## config.mk

```make
export PLATFORM = sky130hd
export DESIGN_NAME = ccff_bitstream_loader
export DESIGN_NICKNAME = d
export VERILOG_FILES = /design/src/rtl/ccff_loader_pkg.sv /design/src/rtl/ccff_word_serializer.sv /design/src/rtl/ccff_bitstream_loader.sv
export SDC_FILE = /design/constraint.sdc
export NUM_CORES = 1
export LEC_CHECK = 0
export BUFFER_PORTS_ARGS = -buffer_cell sky130_fd_sc_hd__buf_4
export CAP_MARGIN = 40
export CORE_ASPECT_RATIO = 0.6
export CORE_MARGIN = 2
export CORE_UTILIZATION = 50
export CTS_BUF_LIST = sky130_fd_sc_hd__clkbuf_4 sky130_fd_sc_hd__clkbuf_8
export DETAILED_ROUTE_END_ITERATION = 6
export GPL_TIMING_DRIVEN = 0
export PLACE_DENSITY = 0.71
export SLEW_MARGIN = 5
export SYNTH_ARGS = -nofsm -noshare
export SYNTH_HDL_FRONTEND = slang
export SYNTH_SLANG_ARGS = --single-unit
```

## constraint.sdc

```tcl
create_clock -name CLK -period 2.6 [get_ports CLK]
set_input_delay 0.13 -clock CLK [delete_from_list [all_inputs] [get_ports CLK]]
set_output_delay 0.13 -clock CLK [all_outputs]
set_load 0.03 [all_outputs]
```

## src/rtl/ccff_loader_pkg.sv

```systemverilog
// ccff_loader_pkg
//   Shared types and width helpers for the CCDFF configuration-chain loader.
//   ccff_ld_state_e : loader FSM states
//   total_cnt_w     : width of a counter that must reach CHAIN_LEN without wrapping
//   word_cnt_w      : width of a counter that must reach WORD_W without wrapping
//   commit_cnt_w    : width of the CFGE pulse timer (counts 0 .. CFGE_CYCLES-1)
package ccff_loader_pkg;

  typedef enum logic [2:0] {
    ST_IDLE   = 3'd0,
    ST_LOAD   = 3'd1,
    ST_SHIFT  = 3'd2,
    ST_COMMIT = 3'd3,
    ST_DONE   = 3'd4
  } ccff_ld_state_e;

  function automatic int total_cnt_w(input int chain_len);
    return $clog2(chain_len + 1);
  endfunction

  function automatic int word_cnt_w(input int word_w);
    return $clog2(word_w + 1);
  endfunction

  function automatic int commit_cnt_w(input int cfge_cycles);
    return (cfge_cycles > 1) ? $clog2(cfge_cycles) : 1;
  endfunction

endpackage

```

## src/rtl/ccff_word_serializer.sv

```systemverilog
// ccff_word_serializer
//   Holds one bitstream word and presents it LSB-first on the chain head.
//   clk, rst_n : clock, asynchronous active-low reset
//   load       : capture load_data / load_cnt (first bit appears on head next cycle)
//   load_data  : bitstream word
//   load_cnt   : number of bits of this word that will be shifted
//   shift      : advance one bit
//   head       : serial bit for the first CCDFF; holds after the last bit of a word
//   last       : exactly one bit of the current word remains
//   empty      : no bits of the current word remain
module ccff_word_serializer
  import ccff_loader_pkg::*;
#(
  parameter int WORD_W = 32,
  parameter int CNT_W  = word_cnt_w(WORD_W)
) (
  input  logic              clk,
  input  logic              rst_n,
  input  logic              load,
  input  logic [WORD_W-1:0] load_data,
  input  logic [CNT_W-1:0]  load_cnt,
  input  logic              shift,
  output logic              head,
  output logic              last,
  output logic              empty
);

  logic [WORD_W-1:0] sr_q;
  logic [WORD_W-1:0] sr_shr;
  logic [CNT_W-1:0]  cnt_q;

  assign sr_shr = sr_q >> 1;
  assign last   = (cnt_q == CNT_W'(1));
  assign empty  = (cnt_q == '0);

  // Word storage: data path, no reset
  always_ff @(posedge clk) begin
    if (load) begin
      sr_q <= load_data;
    end else if (shift) begin
      sr_q <= sr_shr;
    end
  end

  // Bit count and registered head
  always_ff @(posedge clk or negedge rst_n) begin
    if (!rst_n) begin
      cnt_q <= '0;
      head  <= 1'b0;
    end else if (load) begin
      cnt_q <= load_cnt;
      head  <= load_data[0];
    end else if (shift) begin
      cnt_q <= cnt_q - CNT_W'(1);
      // keep the final bit on head through the following LOAD/COMMIT cycles
      if (!last) begin
        head <= sr_shr[0];
      end
    end
  end

endmodule

```

## src/rtl/ccff_bitstream_loader.sv

```systemverilog
// ccff_bitstream_loader
//   Streams a bitstream into the CCDFF configuration chain, then pulses CFGE.
//   CLK, RESET_B  : clock (shared with the chain), asynchronous active-low reset
//   start         : begin a load (only honoured in IDLE)
//   abort         : cancel the current load, highest priority
//   word_data     : bitstream word, bit 0 shifted first
//   word_valid    : word_data valid
//   word_ready    : loader accepts a word this cycle
//   ccff_head     : serial data to the first CCDFF
//   ccff_shift_en : chain advances one bit per edge while high
//   cfge          : configuration enable to every CCDFF
//   busy          : loader not idle
//   done          : one-cycle pulse after a completed commit
module ccff_bitstream_loader
  import ccff_loader_pkg::*;
#(
  parameter int WORD_W      = 32,
  parameter int CHAIN_LEN   = 1024,
  parameter int CFGE_CYCLES = 2
) (
  input  logic              CLK,
  input  logic              RESET_B,
  input  logic              start,
  input  logic              abort,
  input  logic [WORD_W-1:0] word_data,
  input  logic              word_valid,
  output logic              word_ready,
  output logic              ccff_head,
  output logic              ccff_shift_en,
  output logic              cfge,
  output logic              busy,
  output logic              done
);

  localparam int TOT_W = total_cnt_w(CHAIN_LEN);
  localparam int CNT_W = word_cnt_w(WORD_W);
  localparam int TMR_W = commit_cnt_w(CFGE_CYCLES);

  ccff_ld_state_e   state_q;
  ccff_ld_state_e   state_nxt;
  logic [TOT_W-1:0] total_q;
  logic [TOT_W-1:0] total_inc;
  logic [TOT_W-1:0] remain;
  logic [TMR_W-1:0] tmr_q;

  logic             ser_load;
  logic             ser_shift;
  logic             ser_last;
  logic             ser_empty;
  logic [CNT_W-1:0] ser_load_cnt;

  logic             word_ready_nxt;
  logic             shift_en_nxt;
  logic             cfge_nxt;
  logic             busy_nxt;
  logic             done_nxt;

  assign total_inc = total_q + TOT_W'(1);
  assign remain    = TOT_W'(CHAIN_LEN) - total_q;

  // word_ready mirrors state_q == ST_LOAD, so it doubles as the LOAD qualifier
  assign ser_load  = word_ready && word_valid && !abort;
  assign ser_shift = (state_q == ST_SHIFT) && !ser_empty && !abort;

  // The final word may be partial: shift only the bits still missing from the chain
  always_comb begin
    ser_load_cnt = CNT_W'(WORD_W);
    if (int'(remain) < WORD_W) begin
      ser_load_cnt = CNT_W'(remain);
    end
  end

  ccff_word_serializer #(
    .WORD_W (WORD_W),
    .CNT_W  (CNT_W)
  ) u_serializer (
    .clk       (CLK),
    .rst_n     (RESET_B),
    .load      (ser_load),
    .load_data (word_data),
    .load_cnt  (ser_load_cnt),
    .shift     (ser_shift),
    .head      (ccff_head),
    .last      (ser_last),
    .empty     (ser_empty)
  );

  // State register, total bit counter and commit timer
  always_ff @(posedge CLK or negedge RESET_B) begin
    if (!RESET_B) begin
      state_q <= ST_IDLE;
      total_q <= '0;
      tmr_q   <= '0;
    end else begin
      state_q <= state_nxt;
      if (state_q == ST_IDLE && start) begin
        total_q <= '0;
      end else if (ser_shift) begin
        total_q <= total_inc;
      end
      tmr_q <= (state_q == ST_COMMIT && state_nxt == ST_COMMIT) ? tmr_q + TMR_W'(1) : '0;
    end
  end

  // Next-state logic
  always_comb begin
    state_nxt = state_q;
    if (abort) begin
      state_nxt = ST_IDLE;
    end else begin
      case (state_q)
        ST_IDLE:   if (start) state_nxt = ST_LOAD;
        ST_LOAD:   if (word_valid) state_nxt = ST_SHIFT;
        ST_SHIFT: begin
          if (total_inc == TOT_W'(CHAIN_LEN)) begin
            state_nxt = ST_COMMIT;
          end else if (ser_last) begin
            state_nxt = ST_LOAD;
          end
        end
        ST_COMMIT: if (tmr_q == TMR_W'(CFGE_CYCLES - 1)) state_nxt = ST_DONE;
        ST_DONE:   state_nxt = ST_IDLE;
        default:   state_nxt = ST_IDLE;
      endcase
    end
  end

  // Output decode from the next state so every output leaves a flop
  always_comb begin
    word_ready_nxt = (state_nxt == ST_LOAD);
    shift_en_nxt   = (state_nxt == ST_SHIFT);
    cfge_nxt       = (state_nxt == ST_COMMIT);
    busy_nxt       = (state_nxt != ST_IDLE);
    done_nxt       = (state_nxt == ST_DONE);
  end

  always_ff @(posedge CLK or negedge RESET_B) begin
    if (!RESET_B) begin
      word_ready    <= 1'b0;
      ccff_shift_en <= 1'b0;
      cfge          <= 1'b0;
      busy          <= 1'b0;
      done          <= 1'b0;
    end else begin
      word_ready    <= word_ready_nxt;
      ccff_shift_en <= shift_en_nxt;
      cfge          <= cfge_nxt;
      busy          <= busy_nxt;
      done          <= done_nxt;
    end
  end

endmodule

```

Word level (Yosys, flattened, before mapping)
Index checks and enable logic that the tools add are counted.
{ "totals": {"regBits": 59, "out_inout_bits": 6} }
{ "op_classes": {"n_addsub": 4, "n_lt_le_gt_ge": 1, "n_eq_ne": 10, "n_mux": 18, "reduce_logical": 14} }
{ "op_table": {"columns": ["op", "count"], "rows": [
  ["$mux 32", 2],
  ["$mux 11", 2],
  ["$mux 3", 6],
  ["$mux 6", 3],
  ["$eq 3x2->1 const B", 4],
  ["$pmux 3 s4", 1],
  ["$add 11x1->11 const B", 1],
  ["$eq 11x11->1 const B", 1],
  ["$lt 11x6->1 const B", 1],
  ["$sub 11x11->11 const A", 1],
  ["$eq 3x1->1 const B", 2],
  ["$eq 6x1->1 const B", 1],
  ["$logic_and 1x1->1", 6],
  ["$logic_not 6->1", 1],
  ["$sub 6x1->6 const B", 1],
  ["$mux 1", 4],
  ["$reduce_bool 2->1", 2],
  ["$eq 3x3->1 const B", 1],
  ["$logic_not 3->1", 1],
  ["$reduce_bool 3->1", 1],
  ["$logic_not 1->1", 2],
  ["$ne 2x2->1 const B", 1],
  ["$reduce_and 2->1", 1],
  ["$add 1x1->1 const B", 1]
]} }

Logic depth before layout (Yosys ltp)
{ "logic_depth": {"word_depth": 8, "depth_mapped": 8} }

Modules after synthesis
From an unflattened synthesis, not the netlist that was laid out.
{ "hier_totals": {"hier_cells": 265, "hier_area_um2": 3076.7} }
{ "by_module_without_submodules": {"columns": ["module", "instances", "cells_each", "area_each_um2", "seq_area_each_um2"], "rows": [
  ["ccff_word_serializer", 1, 116, 1766.7, 1106.1],
  ["ccff_bitstream_loader", 1, 149, 1310.0, 500.5]
]} }

Worst setup path before layout
No wires, ideal clock.
{ "synth_path": {"path_type": "register to register", "from": "reg word_ready", "to": "reg u_serializer.sr_q[10] (enable)", "setup_ns": 0.388, "arrival_time_ns": 1.988, "required_ns": 2.212, "setup_slack_ns": 0.223, "stages_incl_launch_ff": 6, "period_less_slack_ns": 2.377, "cell_sequence": "dfrtp_1 nand2_1 or2_2 clkbuf_1 clkbuf_1 nand2_1"} }
{ "synth_between": {"elab_chain_cells": 3} }
{ "synth_lines": {"columns": ["element", "line_no", "rtl"], "rows": [
  ["from (decl)", "ccff_bitstream_loader.sv:27", "output logic word_ready,"],
  ["from (signal assigned)", "ccff_bitstream_loader.sv:145", "word_ready <= word_ready_nxt;"],
  ["$logic_and 1x1->1 (2 in series)", "ccff_bitstream_loader.sv:62", "assign ser_load = word_ready && word_valid && !abort;"],
  ["$reduce_bool 2->1 (no source line)", null, null],
  ["to (signal assigned)", "ccff_word_serializer.sv:39", "sr_q <= load_data;"],
  ["to (signal assigned)", "ccff_word_serializer.sv:41", "sr_q <= sr_shr;"],
  ["to (decl)", "ccff_word_serializer.sv:28", "logic [WORD_W-1:0] sr_q;"]
]} }
No other way between the ends.
A chain may end at the register's enable or synchronous reset.

Worst setup path after layout
{ "layout_path": {"from": "reg total_q[0]", "to": "reg u_serializer.cnt_q[1]"} }
{ "layout_between": {"elab_chain_cells": 4} }
{ "layout_lines": {"columns": ["element", "line_no", "rtl"], "rows": [
  ["from (decl)", "ccff_bitstream_loader.sv:41", "logic [TOT_W-1:0] total_q;"],
  ["from (signal assigned)", "ccff_bitstream_loader.sv:99", "total_q <= total_inc;"],
  ["$sub 11x11->11 (*)", "ccff_bitstream_loader.sv:59", "assign remain = TOT_W'(CHAIN_LEN) - total_q;"],
  ["$lt 11x6->1", "ccff_bitstream_loader.sv:68", "if (int'(remain) < WORD_W) begin"],
  ["$mux 6 (*)", "ccff_bitstream_loader.sv:68", null],
  ["$mux 6 (*)", "ccff_word_serializer.sv:50", "end else if (load) begin"],
  ["to (signal assigned)", "ccff_word_serializer.sv:51", "cnt_q <= load_cnt;"],
  ["to (signal assigned)", "ccff_word_serializer.sv:54", "cnt_q <= cnt_q - CNT_W'(1);"],
  ["to (decl)", "ccff_word_serializer.sv:30", "logic [CNT_W-1:0] cnt_q;"]
]} }
Mark *: on every way between the ends. The rest lies on a longest branch, timed or not.

==> run_results.csv <==
group,metric,value,unit
global_route,grt_util_met3,7.34,%
setup_path,rrSetupSlack,0.34,ns
setup_path,end_kind,"flop",
sta,worst_hold_slack,0.0264,ns
place,dp_cells,447,
setup_path,cp_slowest_stage_delay,0.36,ns
finish,diodes,0,
clocking,cts_setup_buffers,0,
route,drtIter0Drc,156,
clocking,clockBufferDepth,2,
logic_synthesis,synth_cell_types,53,
setup_path,crit_type,"reg2reg",
floorplanning,die_w,105,um
logic_synthesis,synth_compound_area_share,11.2,%
logic_synthesis,avgSynthCellArea,9.40,um^2
logic_synthesis,async_reset_ff_share,46.6,%
sta,post-route-period-util,86.7,%
logic_synthesis,synth_top_family_by_area,"simple AND/OR/NAND/NOR gates",
sta,relSlewSlack,61.9,%
clocking,cts_tree,"yes",
logic_synthesis,muxShareOfSynthArea,1.03,%
setup_path,crit_buf_inv,2,
global_route,busiest_layer,"met1",
logic_synthesis,synth-simple-area-share,26.7,%
sta,fmax,443,MHz
finish,area_growth,20.7,%
floorplanning,dieArea,6750,um^2
finish,final_cells,466,
outcome,outcome,"finished, final reports clean",
route,wl_per_cell,13.7,um
clocking,path_clk_slew,0.07,ns
logic_synthesis,synth_xor_area_share,2.59,%
setup_path,cp.arrival,2.54,ns
sta,fin_skew,0.0102,ns
power,leakage,1.61,nW
floorplanning,fp.dieH,64.5,um
sta,fin_crit,2.26,ns
logic_synthesis,yosysWarnings,0,
floorplanning,boundaryPins,43,
global_route,grt.total_usage,20.9,%
global_route,grt_max_degree,28,
place,pre_cts_ws,0.0817,ns
place,dpl_cell_area,3480,um^2
logic_synthesis,synthesis.area,3050,um^2
clocking,clock_sinks,58,
sta,rsz0062_at_grt,"no",
run,max-cap-violations,0,
logic_synthesis,synthTopCellsByArea,"edfxtp_1 31%, dfrtp_1 22%, nand2_1 14%",
power,power_density,622,nW/um^2
sta,maxSlewViolCount,0,
min_path,holdCritPathClass,"in2reg",
setup_path,critPathMaxFanout,9,
logic_synthesis,ys.flop_type,"edfxtp_1",
clocking,root_buffer,"clkbuf_8",
route,via_per_inst,5.23,
place,port_buffers,42,
setup_path,cp_slowest_cell,"nor4b_1",
sta,setup_ws,0.345,ns
global_route,grt_first_pass_wirelength,10900,um
logic_synthesis,ys_ff_latch,58,
logic_synthesis,synthCells,324,
logic_synthesis,syn_nets,365,
logic_synthesis,synth_area_leader_cell,"edfxtp_1",
sta,hold_violations,0,
route,vias,2439,
clocking,numCtsBuffers,9,
setup_path,required,2.88,ns
logic_synthesis,synth_edf_count,31,
finish,layout-drive-gt1-share,22.3,%
place,dp_hpwl,4510,um
logic_synthesis,synth_top_area_share,30.6,%
route,dr.pass1.iters,4,
power,power.total,2.28,mW
sta,tightest_slew,0.569,ns
floorplanning,num_rows,21,
setup_path,critical-path-top-delay-family,"simple AND/OR/NAND/NOR gates",
finish,final_area,3670,um^2
floorplanning,start_util,53.2,%
floorplanning,core,5730,um^2
place,routabilityCongestion,0.881,
logic_synthesis,synth-seq-area-share,52.8,%
setup_path,path_cells,"clkbuf_1 > inv_1 > ha_1 > or3b_2 > nor4b_1 > nor2_1 > o31ai_4 > a31o_1",
sta,setup_viol,0,
power,ir_drop,282,uV
global_route,grt_antenna_before_repair,0,
global_route,grt_overflow,0,
clocking,cts_max_level,3,
global_route,grt_pass1_vias,2246,
logic_synthesis,synth-adder-area-share,1.64,%
clocking,clock_latency,0.34,ns
route,routed_wl,6370,um
finish,nNetsFinal,422,
route,drc,0,
global_route,use_met2,29.4,%
route,ant_nets,0,
global_route,use_met1,30.6,%
setup_path,cp-start-kind,"flop",
final timing paths:
check,cells past startpoint,start,to
setup / recovery,8,total_q[0],u_serializer.cnt_q[1]
hold / removal,2,start,busy
setup reg to reg,8,total_q[0],u_serializer.cnt_q[1]
hold reg to reg,2,u_serializer.sr_q[17],u_serializer.sr_q[16]
max in group asynchronous,2,RESET_B,u_serializer.cnt_q[4]
min in group asynchronous,2,RESET_B,done
stage by stage:
stage | setup TNS, ns | utilization, %
after floorplan | 0 | -
after global placement | -7.73 | 60.4
after detailed placement | 0 | 60.7
after CTS | 0 | 63.9
after global routing | 0 | 64.2
final | 0 | 64.2
per-layer routing:
layer	part of all wire [%]	up-vias
met5	0	-
met2	39	76
li1	-	1227
met4	0.88	0
met3	6.8	7
met1	53	1129
placed cells by master (no fill, tap or decap), types with 4 or more instances in the layout:
cell        n
edfxtp_1   31
ha_1        4
a21oi_1     5
buf_2       5
buf_4      46
inv_1       7
dfrtp_1    27
clkbuf_8    9
xor2_1      4
nand3_1     7
o31ai_1     5
o21ai_0    14
nor2_1     22
xnor2_1     5
nand2_1   114
clkbuf_1    6
nand4_1     4
sequential cells by signal, summed over array words and instances, names as in the netlist:
register	flops
ccff_shift_en	1
state_q	3
tmr_q	1
done	1
u_serializer.head	1
cfge	1
u_serializer.cnt_q	6
busy	1
u_serializer.sr_q	31
total_q	11
word_ready	1
worst reg2reg max path: stages, from the launching register on:
cell      delay, ns
dfrtp_1        0.35
clkbuf_1       0.30
inv_1          0.08
ha_1           0.21
or3b_2         0.24
nor4b_1        0.36
nor2_1         0.14
o31ai_4        0.32
a31o_1         0.19
what timing repair did:
action | in CTS | in global routing
setup endpoints to repair | 0 | 20
endpoints found under the hold margin | 28 | 0
hold buffers | 2 | 0
resized for setup | 0 | 2
cells by family (layout without fill, tap and decap cells):
group	Yosys count	after routing
simple gates	177	177
flops	58	58
compound gates	47	47
buf+inv	26	88
xor+xnor	9	9
fa+ha+maj	4	4
mux	3	3
Yosys cell counts, types with 2 or more instances:
cell type / instances
xor2_1: 4
and4_1: 2
nor4b_1: 2
a22o_1: 2
nor2_1: 22
edfxtp_1: 31
nor4_1: 3
nor2b_1: 2
o21ai_0: 14
clkbuf_1: 6
a311oi_1: 2
ha_1: 4
inv_1: 7
or2_2: 2
xnor2_1: 5
a211oi_1: 3
o31ai_1: 5
nand2b_1: 2
nor3_1: 2
buf_1: 3
buf_2: 5
nor4_2: 2
a21oi_1: 5
or3b_2: 2
nand4_1: 4
nand2_1: 115
and2_1: 2
buf_4: 4
dfrtp_1: 27
mux2i_1: 2
o21a_1: 3
a31oi_1: 2
nand3_1: 7
a31o_1: 2
where the power goes:
group	switching (mW)	internal [mW]	leakage, nW
Sequential	0.0702	1.06	0.646
Combinational	0.244	0.199	0.880
Clock	0.359	0.347	0.0829
Total	0.673	1.61	1.61
area by class of cell:
type	instances	area, um^2
Fill cell	486	2050
Sequential cell	58	1610
Multi-Input combinational cell	240	1320
Timing Repair Buffer	46	355
Clock buffer	10	131
Buffer	19	100
Tap cell	80	100
Clock inverter	6	33.8
Inverter	7	26.3
(Power assumes the default switching activity.)
